File: src/rtl/jtopl_tick_timers.sv
// jtopl_tick_timers: OPL-style Timer A/B tick counters with reload, flags and IRQ.
// Ports: clk, rst_n (async active-low); tick (qualified strobe);
//   value_a/value_b reload values; load_a/load_b run levels (rising edge loads);
//   mask_a/mask_b flag masks; clr_flags clears flags;
//   ovf_a/ovf_b one-clk overflow pulses; flag_a/flag_b sticky status; irq_n interrupt.
module jtopl_tick_timers #(
  parameter int W     = 8,
  parameter int BPRES = 4
) (
  input  logic         clk,
  input  logic         rst_n,
  input  logic         tick,
  input  logic [W-1:0] value_a,
  input  logic [W-1:0] value_b,
  input  logic         load_a,
  input  logic         load_b,
  input  logic         mask_a,
  input  logic         mask_b,
  input  logic         clr_flags,
  output logic         ovf_a,
  output logic         ovf_b,
  output logic         flag_a,
  output logic         flag_b,
  output logic         irq_n
);
  logic [W-1:0] cnt_a, cnt_b;
  logic [2:0]   pre;
  logic         load_a_q, load_b_q;
  logic         edge_a, edge_b, pre_end, adv_a, adv_b, wrap_a, wrap_b;
  // a load edge overrides a coincident tick, so advances are gated by ~edge
  assign edge_a  = load_a & ~load_a_q;
  assign edge_b  = load_b & ~load_b_q;
  assign pre_end = pre == 3'(BPRES - 1);
  assign adv_a   = tick & load_a & ~edge_a;
  assign adv_b   = tick & load_b & ~edge_b & pre_end;
  assign wrap_a  = adv_a & (&cnt_a);
  assign wrap_b  = adv_b & (&cnt_b);
  assign irq_n   = ~(flag_a | flag_b);
  always_ff @(posedge clk or negedge rst_n) begin
    if (!rst_n) begin
      cnt_a    <= '0;
      cnt_b    <= '0;
      pre      <= '0;
      load_a_q <= 1'b0;
      load_b_q <= 1'b0;
      ovf_a    <= 1'b0;
      ovf_b    <= 1'b0;
      flag_a   <= 1'b0;
      flag_b   <= 1'b0;
    end else begin
      load_a_q <= load_a;
      load_b_q <= load_b;
      if (edge_a) cnt_a <= value_a;
      else if (adv_a) cnt_a <= wrap_a ? value_a : cnt_a + 1'b1;
      if (edge_b) cnt_b <= value_b;
      else if (adv_b) cnt_b <= wrap_b ? value_b : cnt_b + 1'b1;
      if (edge_b) pre <= '0;
      else if (tick & load_b) pre <= pre_end ? 3'd0 : pre + 3'd1;
      ovf_a  <= wrap_a;
      ovf_b  <= wrap_b;
      // an overflow in the same clk as clr_flags leaves the flag set
      flag_a <= (wrap_a & ~mask_a) | (flag_a & ~clr_flags);
      flag_b <= (wrap_b & ~mask_b) | (flag_b & ~clr_flags);
    end
  end
endmodule

File: config.mk
export PLATFORM = sky130hd
export DESIGN_NAME = jtopl_tick_timers
export DESIGN_NICKNAME = d
export VERILOG_FILES = /design/src/rtl/jtopl_tick_timers.sv
export SDC_FILE = /design/constraint.sdc
export NUM_CORES = 1
export LEC_CHECK = 0
export ABC_CLOCK_PERIOD_IN_PS = 1900
export CORE_ASPECT_RATIO = 1.25
export CORE_UTILIZATION = 25
export DETAILED_ROUTE_END_ITERATION = 10
export PLACE_DENSITY_LB_ADDON = 0.1
export SLEW_MARGIN = 20
export SYNTH_ARGS = -nofsm -noshare
export SYNTH_HDL_FRONTEND = slang
export SYNTH_SLANG_ARGS = --single-unit
export TNS_END_PERCENT = 20
File: constraint.sdc
create_clock -name clk -period 1.9 [get_ports clk]
set_clock_uncertainty 0.1 [all_clocks]
set_input_delay 0.285 -clock clk [delete_from_list [all_inputs] [get_ports clk]]
set_output_delay 0.285 -clock clk [all_outputs]
set_load 0.05 [all_outputs]
After elaboration in Yosys (flattened, before gate mapping). Cells that the tools add are included.

Add/subtract/negate cells: 3. Equal/unequal tests: 1. Mux-type cells: 9. Bitwise operators: 24. Reductions and logical operators: 5.

Operators by type and width (count): 2-to-1 mux 8 bit (6); adder 8 x 1 -> 8 bit (second input constant) (2); AND reduction 8 bit (2); AND 1 bit (13); 2-to-1 mux 3 bit (3); inverter 1 bit (8); nonzero test 2 bit (3); adder 3 x 1 -> 3 bit (second input constant) (1); equality test 3 x 2 -> 1 bit (second input constant) (1); OR 1 bit (3).

Flip-flop bits (word level): 25. Input port bits: 24. Output and inout bits: 5. Word-level logic and storage cells: 51.

Depth between registers and ports, before layout. Gate-level depths: netlist (run 1).

Depth in word-level cells: 9. Gate-level depth with buffers: 7. Gate-level depth less buffers: 6.

Worst setup path after synthesis (run 1). OpenSTA, ideal clock, no wires.

Path kind: register to output. From: register flag_b. To: output port irq_n. Data arrival time: 1.291 ns. Required time: 1.515 ns. Setup slack: 0.224 ns. Cell stages (with the launch flop): 2. Buffers on the path: 0. Cells stage by stage: dfrtp_1 > nor2_1.

Longest elaborated chain between the ends: 2.

RTL lines: start, declared (RTL line 23) `output logic flag_b,`; start signal, assigned (RTL line 63) `flag_b <= (wrap_b & ~mask_b) | (flag_b & ~clr_flags);`; OR 1 bit (RTL line 38) `assign irq_n = ~(flag_a | flag_b);`; inverter 1 bit (RTL line 38); end, declared (RTL line 24) `output logic irq_n`.

No other way between the ends.

Final worst setup path (run 1).
From: register pre[0]. To: register cnt_b[5].

Longest elaborated chain between the ends: 6. Elaborated cells on any way between the ends: 7. Classes of those cells: eq/ne: 1; mux: 3; bitwise: 2; reduce/logical: 1.

RTL lines: start, declared (RTL line 27) `logic [2:0] pre;`; start signal, assigned (RTL line 58) `else if (tick & load_b) pre <= pre_end ? 3'd0 : pre + 3'd1;`; equality test 3 x 2 -> 1 bit (*) (RTL line 33) `assign pre_end = pre == 3'(BPRES - 1);`; AND 1 bit (*) (RTL line 35) `assign adv_b = tick & load_b & ~edge_b & pre_end;`; AND 1 bit (RTL line 37) `assign wrap_b = adv_b & (&cnt_b);`; 2-to-1 mux 8 bit (2 in a row) (RTL line 56) `else if (adv_b) cnt_b <= wrap_b ? value_b : cnt_b + 1'b1;`; 2-to-1 mux 8 bit (RTL line 55) `if (edge_b) cnt_b <= value_b;`; end signal, assigned (RTL line 55); end signal, assigned (RTL line 56); end, declared (RTL line 26) `logic [W-1:0] cnt_a, cnt_b;`.

Mark *: on every way between the ends. The rest lies on a longest branch, timed or not. The select of a mux whose other input is x is not followed. A chain may end at the register's enable or synchronous reset.

==> results of run 1 <==
power by group through the flow:
| stage | logic [mW] | registers [mW] | clock network (mW) |
|---|---|---|---|
| after floorplan | 0.178 | 0.680 | 0 |
| after global placement | 0.291 | 0.700 | 0 |
| after detailed placement | 0.300 | 0.701 | 0 |
| after CTS | 0.302 | 0.691 | 0.352 |
| after global routing | 0.337 | 0.706 | 0.372 |
| final | 0.297 | 0.694 | 0.331 |
synth_stat cells, types with 3 or more instances:
master,count,area (um2)
ha_1,3,37.54
nor2b_1,3,18.77
inv_1,9,33.78
a21oi_1,14,70.07
nand4_1,4,25.02
nor3_1,5,25.02
nor2_1,12,45.04
nand2_1,14,52.55
nand3_1,7,35.03
o21ai_0,18,90.09
and3_1,4,25.02
dfrtp_1,25,625.6
sequential cells by signal (all words and copies together), names as in the netlist:
name / flops
flag_b: 1
flag_a: 1
ovf_b: 1
ovf_a: 1
cnt_b: 8
load_a_q: 1
cnt_a: 8
pre: 3
load_b_q: 1
layer usage:
metal	GRT usage [%]	vias to the layer above
met2	21.98	27
li1	-	634
met4	4.824	0
met5	0	-
met1	16.51	619
met3	1.995	2
path summary, 6_finish.rpt:
check	slack [ns]	end
max	0.10	cnt_b[5]
min in group clk	0.42	cnt_b[7]
max reg2reg	0.10	cnt_b[5]
min	0.27	cnt_b[5]
min reg2reg	0.42	cnt_b[7]
max in group asynchronous	1.17	cnt_a[2]
layout make-up:
type | count | area, um2 | share of cell area (%)
well taps | 64 | 80.08 | 4.345
flip-flops and latches | 25 | 625.6 | 33.94
clock buffers | 3 | 41.29 | 2.240
repair buffers | 37 | 340.3 | 18.47
multi-input cells | 117 | 710.7 | 38.56
clock inverters | 1 | 7.507 | 0.4073
inverters | 10 | 37.54 | 2.037
cells by family after synthesis:
family	count (synthesis)
mux	3
fa+ha+maj	3
buf+inv	14
simple gates	65
flops	25
compound gates	46
per-stage QoR:
stage | utilization [%] | setup WS, ns | cells
6_report | 34.10 | 0.1034 | 257
5_1_grt | 34.10 | 0.01133 | 257
4_1_cts | 34.10 | 0.09039 | 257
3_5_place_dp | 33.19 | -0.1368 | 253
3_3_place_gp | 33.19 | -0.04874 | 253
2_1_floorplan | - | 0.2241 | 156
worst max-delay path, delay by kind of cell (launching register included):
kind                     cells  cell delay, ns
flip-flops                   1            0.41
adder cells (fa/ha/maj)      1            0.23
AO/OA/AOI/OAI                1            0.16
AND/OR/NAND/NOR              4            0.85
==> metrics.txt, run 1 <==
status complete, no violations; Design Area, Final 1843 um2; Final #Nets approximately 220; DRT antenna net count 0; worst r2r path cells 6; Post-Route Setup TNS 0 ns; total gr overflow 0; routed wl met2 1.816 mm; total CTS buffers 3; CP required 2.02 ns; Post-Syn Area 1403 um2; CP endpoint kind flip-flop; CTS Hold Bufs 0; Synth Register Bits 25; simple-gate portion of the synthesized area 26.58%; Combinational Power Share ~22%; Worst-Margin Slew roughly 0.49 ns; Netlist cell types 42; Synth Area in Adders 2.676%; maximum capacitance violations 0; DRT met1 WL approximately 1.5 mm; sequential fraction of the synthesis area 44.60%; Critical Path Source pre[0]; min Tclk post-route 1.797 ns; number of port buffers 28; synth warn 0; setup violators final 0; HP Class in -> async; cells after synthesis 156; RSZ-0062 raised after global routing no; Starting Density 25.95%; Placer Congestion 0.8415; Die Area 5916 um2; post-synthesis mux area share roughly 2.2%; uppermost layer routed met4; Post-synth EDFFs 0; Iteration-0 DRC Markers 76; final hold vios 0; commonest cells after routing, fill and taps aside dfrtp_1, clkdlybuf4s50_1, o21ai_0, nand2_1, a21oi_1; CTS Sinks 25; proportion of layout cells with a drive suffix above 1 12.95%; n_diodes 0; Die Ht 85.75 um; CTS Root Buffer Type clkbuf_8; Routed WL per cell 13.68 um; PostCTS Resize Cnt 0; die width 69.00 um; largest family of logic cells by synthesized area simple AND/OR/NAND/NOR gates; Clock Path Buffers 2; CTS tree yes; Hold Slack 0.2688 ns; Filler cells 585; f_max 0.5566 GHz; Clock Power Share 25.1%; Slew Limit Headroom ~67%; placed instance area 1794 um2; P&R area growth vs syn 31.40%; final worst-path cycle share 94.56%; Pre-antenna DRT Iters 4; switch share roughly 31%; startpoint types flip-flop; H-tree levels 1; Vias 1282; NetSw approximately 0.41 mW; residual DRC count 0; GRT Util Overall 13.10%; syn_nets ~180; initial antenna violation count 0; Flop pwr share roughly 53%; # IOs 29; Post-CTS Setup Bufs 0; XOR/XNOR share of the synthesized area 0%; Synth Area in Compound Gates a little under a fifth; Setup Crit Path Kind reg -> reg; clk_lat worst skew ~0.28 ns; Vias/cell 4.988; r2r startpoint pre[0]; total wire length 3.515 mm; arrival time at the worst endpoint 1.92 ns; CP max FO 5; largest net degree at the start of global routing 26; Placement Rows 30; DR WL met3 146 um; fin. max-slew vios 0; leakage just under 0.8 nW; Max IR drop VDD 0.2609 mV; Clk pin slew, worst setup/hold paths 0.10 ns; Core ar. 5405 um2; Avg Cell Area, Syn around 9.0 um2; Worst path max stage delay 0.41 ns; Design Power 1.321 mW; Critical Path Slowest Stage Cell dfrtp_1; DP Wirelength 2.594 mm; CP cell instances ha_1, and4b_1, and2_4, or2b_1, nand4_1, o221a_1; vias in the first global route 1293; Async SR Flop Fraction 100.0%; PD cells about 720 nW/um2; Internal 0.9119 mW; first-pass GRT wire length roughly 5.9 mm; top_reg_cell synth dfrtp_1
No activity file was read; power rests on OpenSTA's default activity.
==> run 2: changes to the inputs <==
--- a/config.mk
+++ b/config.mk
@@ -7,7 +7,7 @@
 export LEC_CHECK = 0
 export ABC_CLOCK_PERIOD_IN_PS = 1900
 export CORE_ASPECT_RATIO = 1.25
-export CORE_UTILIZATION = 25
+export CORE_UTILIZATION = 50
 export DETAILED_ROUTE_END_ITERATION = 10
 export PLACE_DENSITY_LB_ADDON = 0.1
 export SLEW_MARGIN = 20
==> metrics.txt, run 2 (same netlist as run 1, synthesis figures left out) <==
DR WL met3 100 um (-32%); Max IR drop VDD 0.3853 mV (+48%); Die Area 3022 um2 (-49%); CTS Sinks 25 (unchanged); DRT antenna net count 0 (unchanged); number of port buffers 28 (unchanged); Design Power 1.229 mW (-7.0%); min Tclk post-route 1.845 ns (+0.04882 ns); Internal 0.8499 mW (-6.8%); Clk pin slew, worst setup/hold paths 0.14 ns (+0.04 ns); NetSw 0.3786 mW (-7.5%); uppermost layer routed met4; CP cell instances clkdlybuf4s50_1; final worst setup slack 0.05460 ns (-0.04882 ns); RSZ-0062 raised after global routing no; first-pass GRT wire length 5.133 mm (-12%); CP endpoint kind output port; largest net degree at the start of global routing 26 (unchanged); Largest delay share family, worst path buffers and inverters; vias in the first global route 1243 (-3.9%); total wire length 3.034 mm (-14%); # IOs 29 (unchanged); GRT Util Overall 22.34% (+9.2 points); maximum capacitance violations 0 (unchanged); status complete, no violations; Worst path max stage delay 0.80 ns (+0.39 ns); DP Wirelength 2.303 mm (-11%); CTS tree yes; Placer Congestion 0.8715 (+3.6%); setup violators final 0 (unchanged); Worst-Margin Slew 0.5078 ns (+0.01456 ns); HP Class in -> async; leakage 0.8017 nW (+1.0%); Combinational Power Share 25.0% (+2.6 points); proportion of layout cells with a drive suffix above 1 13.85% (+0.89 points); Iteration-0 DRC Markers 30 (-61%); residual DRC count 0 (unchanged); CP Buf/Inv Count 1 (+1); pre-CTS setup slack -0.05660 ns (+0.08019 ns); Critical Path Slowest Stage Cell clkdlybuf4s50_1; CP required 1.51 ns (-0.51 ns); Setup Crit Path Kind reg -> out; final worst-path cycle share 97.13% (+2.6 points); Vias/cell 5.638 (+13%); Clock Power Share 19.0% (-6.1 points); fin. max-slew vios 0 (unchanged); CP max FO 1 (-4); Starting Density 52.33% (+26 points); post-layout util 67.32% (+33 points); startpoint types flip-flop; Final #Nets 223 (+0.90%); initial antenna violation count 0 (unchanged); clk_lat worst skew 0.31 ns (+0.03 ns); Filler cells 245 (-58%); final hold vios 0 (unchanged); Hold Slack 0.2108 ns (-0.05809 ns); DRT met1 WL 1.252 mm (-18%); commonest cells after routing, fill and taps aside dfrtp_1, clkdlybuf4s50_1, o21ai_0, nand2_1, a21oi_1; die width 49.37 um (-28%); Slew Limit Headroom 66.04% (-0.97 points); Die Ht 61.22 um (-29%); switch share 30.82% (-0.17 points); n_diodes 0 (unchanged); CTS Root Buffer Type clkbuf_4; biggest regs cnt_a (8), cnt_b (8), pre (3); Core ar. 2680 um2 (-50%); Vias 1291 (+0.70%); Clock Path Buffers 2 (unchanged); f_max 0.5419 GHz (-2.6%); routed wl met2 1.629 mm (-10%); Placement Rows 21 (-30%); arrival time at the worst endpoint 1.46 ns (-0.46 ns); total gr overflow 0 (unchanged); PD cells 680.9 nW/um2 (-5.0%); Routed WL per cell 13.25 um (-3.1%); H-tree levels 1 (unchanged); Flop pwr share 55.9% (+3.4 points); P&R area growth vs syn 28.64%; total CTS buffers 3 (unchanged); Pre-antenna DRT Iters 4 (unchanged)
run 2: layout make-up:
class	instances	area (um2)	share of cell area, %
Sequential cell	25	625.6	34.67
Multi-Input combinational cell	117	714.4	39.60
Clock inverter	1	5.005	0.2774
Clock buffer	3	22.52	1.248
Timing Repair Buffer	39	356.6	19.76
Tap cell	34	42.54	2.358
Inverter	10	37.54	2.080
run 2: final timing paths:
path	start	endpoint	slack, ns	cells past startpoint
max	ovf_a	ovf_a	0.05	1
min	rst_n	cnt_b[2]	0.21	2
max reg2reg	pre[0]	cnt_b[5]	0.13	6
min reg2reg	cnt_b[7]	cnt_b[7]	0.44	2
max in group asynchronous	rst_n	load_b_q	1.24	2
min in group clk	value_b[1]	cnt_b[1]	0.40	3
run 2: repair_timing:
item	CTS	global route
endpoints found under the setup margin	1	4
hold buffers	0	0
resized for setup	1	1
buffers inserted	0	1
run 2: metal layers:
metal	vias to the layer above	track usage [%]
met2	31	42.27
met4	0	12.24
met5	-	0
met3	6	2.963
met1	615	24.65
li1	639	-
run 2: per-stage QoR:
stage	area, um2	std cells	setup TNS (ns)
finish	1804	229	0
CTS	1793	228	0
global placement	1767	224	-0.0003035
floorplan	1403	156	0
detailed placement	1767	224	-0.1294
global route	1804	229	0
run 2: power by group through the flow:
stage	Combinational, mW	Clock (mW)	Sequential [mW]
CTS	0.299	0.247	0.689
finish	0.308	0.234	0.687
global route	0.345	0.270	0.700
floorplan	0.178	0	0.680
detailed placement	0.298	0	0.698
global placement	0.282	0	0.697
==> run 3: changes to the inputs <==
--- a/config.mk
+++ b/config.mk
@@ -5,9 +5,10 @@
 export SDC_FILE = /design/constraint.sdc
 export NUM_CORES = 1
 export LEC_CHECK = 0
+export ABC_AREA = 1
 export ABC_CLOCK_PERIOD_IN_PS = 1900
 export CORE_ASPECT_RATIO = 1.25
-export CORE_UTILIZATION = 50
+export CORE_UTILIZATION = 52
 export DETAILED_ROUTE_END_ITERATION = 10
 export PLACE_DENSITY_LB_ADDON = 0.1
 export SLEW_MARGIN = 20
==> metrics.txt, run 3 <==
status complete, no violations; arrival time at the worst endpoint 1.46 ns (about the same); R2R setup slack 0.29 ns (+0.16 ns); Internal 0.8925 mW (+5.0%); GRT Util Overall 23.37% (+1.0 points); leakage 0.9824 nW (+23%); CTS tree yes; clk_lat worst skew 0.32 ns (about the same); fin. max-slew vios 0 (unchanged); die width 50.94 um (+3.2%); commonest cells after routing, fill and taps aside nand2_1, nand3_1, inv_1, dfrtp_1, clkdlybuf4s50_1; H-tree levels 1 (unchanged); first-pass GRT wire length 5.858 mm (+14%); top post-synthesis cells by count nand2_1, nand3_1, inv_1, dfrtp_1, nor2_1; CTS Hold Bufs 0 (unchanged); CP endpoint kind output port; CTS Sinks 25 (unchanged); Starting Density 56.42% (+4.1 points); cell taking the most area after synthesis dfrtp_1; final hold vios 0 (unchanged); cells after synthesis 212 (+36%); CP required 1.51 ns (about the same); Post-synth EDFFs 0 (unchanged); Synth Register Bits 25 (unchanged); # IOs 29 (unchanged); Clock Path Buffers 2 (unchanged); HP Class in -> async; biggest regs cnt_a (8), cnt_b (8), pre (3); RSZ-0062 raised after global routing no; total gr overflow 0 (unchanged); Die Area 3218 um2 (+6.5%); Combinational Power Share 29.9% (+4.9 points); Netlist cell types 28 (-33%); f_max 0.5416 GHz (about the same); final worst-path cycle share 97.17% (about the same); Placer Congestion 0.8720 (about the same); Iteration-0 DRC Markers 49 (+63%); switch share 34.10% (+3.3 points); Flop pwr share 52.8% (-3.1 points); Slew Limit Headroom 67.17% (+1.1 points); Placement Rows 21 (unchanged); Clk pin slew, worst setup/hold paths 0.13 ns (about the same); Async SR Flop Fraction 100.0% (unchanged); vias in the first global route 1438 (+16%); CP Buf/Inv Count 1 (unchanged); total CTS buffers 3 (unchanged); Non-Filler Instances 285 (+24%); count leader, synth nand2_1; maximum capacitance violations 0 (unchanged); Post-Syn Area 1556 um2 (+11%); Core ar. 2759 um2 (+2.9%); Avg Cell Area, Syn 7.342 um2 (-18%); P&R area growth vs syn 25.40%; Pre-antenna DRT Iters 4 (unchanged); min Tclk post-route 1.846 ns (+0.0008801 ns); share of the synthesized area in the top cell type 40.19% (-4.4 points); Worst-Margin Slew 0.4909 ns (-0.01695 ns); Setup Crit Path Kind reg -> out; Hold Slack 0.2177 ns (+0.006966 ns); largest net degree at the start of global routing 26 (unchanged); commonest non-fill, non-tap cell in the layout nand2_1; Cells after DPL 281 (+25%); Max IR drop VDD 0.5282 mV (+37%); setup violators final 0 (unchanged); startpoint types flip-flop; residual DRC count 0 (unchanged); Worst path max stage delay 0.79 ns (about the same); CP cell instances clkdlybuf4s50_1; Vias/cell 5.095 (-9.6%); Vias 1452 (+12%); PD cells 693.9 nW/um2 (+1.9%); Final #Nets 279 (+25%); initial antenna violation count 0 (unchanged); top_reg_cell synth dfrtp_1; CTS Root Buffer Type clkbuf_4; Die Ht 63.17 um (+3.2%); syn_nets 239 (+31%); number of port buffers 28 (unchanged); post-layout util 70.75% (+3.4 points); synth warn 0 (unchanged); Critical Path Slowest Stage Cell clkdlybuf4s50_1; NetSw 0.4619 mW (+22%); sequential fraction of the synthesis area 40.19% (-4.4 points); DP Wirelength 2.515 mm (+9.2%); Design Power 1.354 mW (+10%); total wire length 3.251 mm (+7.2%); proportion of layout cells with a drive suffix above 1 11.16% (-2.7 points); DRT antenna net count 0 (unchanged); top area cells in the synthesized netlist dfrtp_1, nand2_1, nand3_1; Largest delay share family, worst path buffers and inverters; Clock Power Share 17.3% (-1.7 points); n_diodes 0 (unchanged); Routed WL per cell 11.41 um (-14%); CP max FO 1 (unchanged)
[run 3: cell types whose count changed in the layout (fill, tap and decap cells not counted), moves of 11 or more]
cell / change
nand2_1: +48
nand3_1: +30
inv_1: +23
o21ai_0: -17
a21oi_1: -11
[run 3: area by class of cell]
cell class	instances	area, um2
tap	34	42.54
multi-input combinational	153	803.3
clock buffer	4	26.28
timing repair buffer	35	326.6
sequential	25	625.6
inverter	34	127.6
fill	235	807.0
[run 3: worst paths after layout]
check                           startpoint  endpoint  cells past startpoint
worst max-delay path                 ovf_a     ovf_a                      1
worst min-delay path                 rst_n  cnt_a[7]                      2
worst max register to register    cnt_a[0]  cnt_a[1]                      8
worst min register to register      pre[1]    pre[1]                      2
max in group asynchronous            rst_n  cnt_b[3]                      2
min in group clk                    load_a  load_a_q                      1
[run 3: what timing repair did]
action | CTS | global route
buffers inserted | 0 | 0
gates resized for setup | 1 | 0
setup endpoints to repair | 1 | 0
endpoints found under the hold margin | 0 | 0
[run 3: kinds of logic after synthesis]
family          Yosys count  share of synthesized area, %
xor+xnor                  6                         3.376
buf+inv                  34                         8.200
simple gates            130                         39.15
compound gates           14                         6.671
fa+ha+maj                 3                         2.412
flops                    25                         40.19
[run 3: power by group through the flow]
stage | clock [mW] | combinational (mW) | sequential, mW
after CTS | 0.250 | 0.409 | 0.714
after detailed placement | 0 | 0.407 | 0.725
after global placement | 0 | 0.398 | 0.722
final | 0.234 | 0.404 | 0.715
after floorplan | 0 | 0.287 | 0.700
after global routing | 0.265 | 0.466 | 0.731
[run 3: routing by layer]
metal | vias up | GRT usage (%) | routed length (um)
met1 | 677 | 26.74 | 1432
met2 | 19 | 43.26 | 1719
met5 | - | 0 | 0
met3 | 4 | 2.657 | 67
li1 | 752 | - | -
met4 | 0 | 7.986 | 32
[run 3: worst reg2reg max path, cell delays in order, from the launching register on]
cell     delay [ns]
dfrtp_1        0.42
ha_1           0.26
nand2_2        0.11
nor2_4         0.16
nand3_4        0.15
nand2_4        0.13
nand2_1        0.06
nand3_1        0.08
nand2_1        0.05
[run 3: stage by stage]
step / setup WS, ns / TNS, ns / cell area, um2
after floorplan: 0.2241 / 0 / 1556
after global placement: 0.05444 / 0 / 1927
after detailed placement: -0.001170 / -0.001170 / 1927
after CTS: 0.03325 / 0 / 1952
after global routing: 0.01815 / 0 / 1952
final: 0.05372 / 0 / 1952
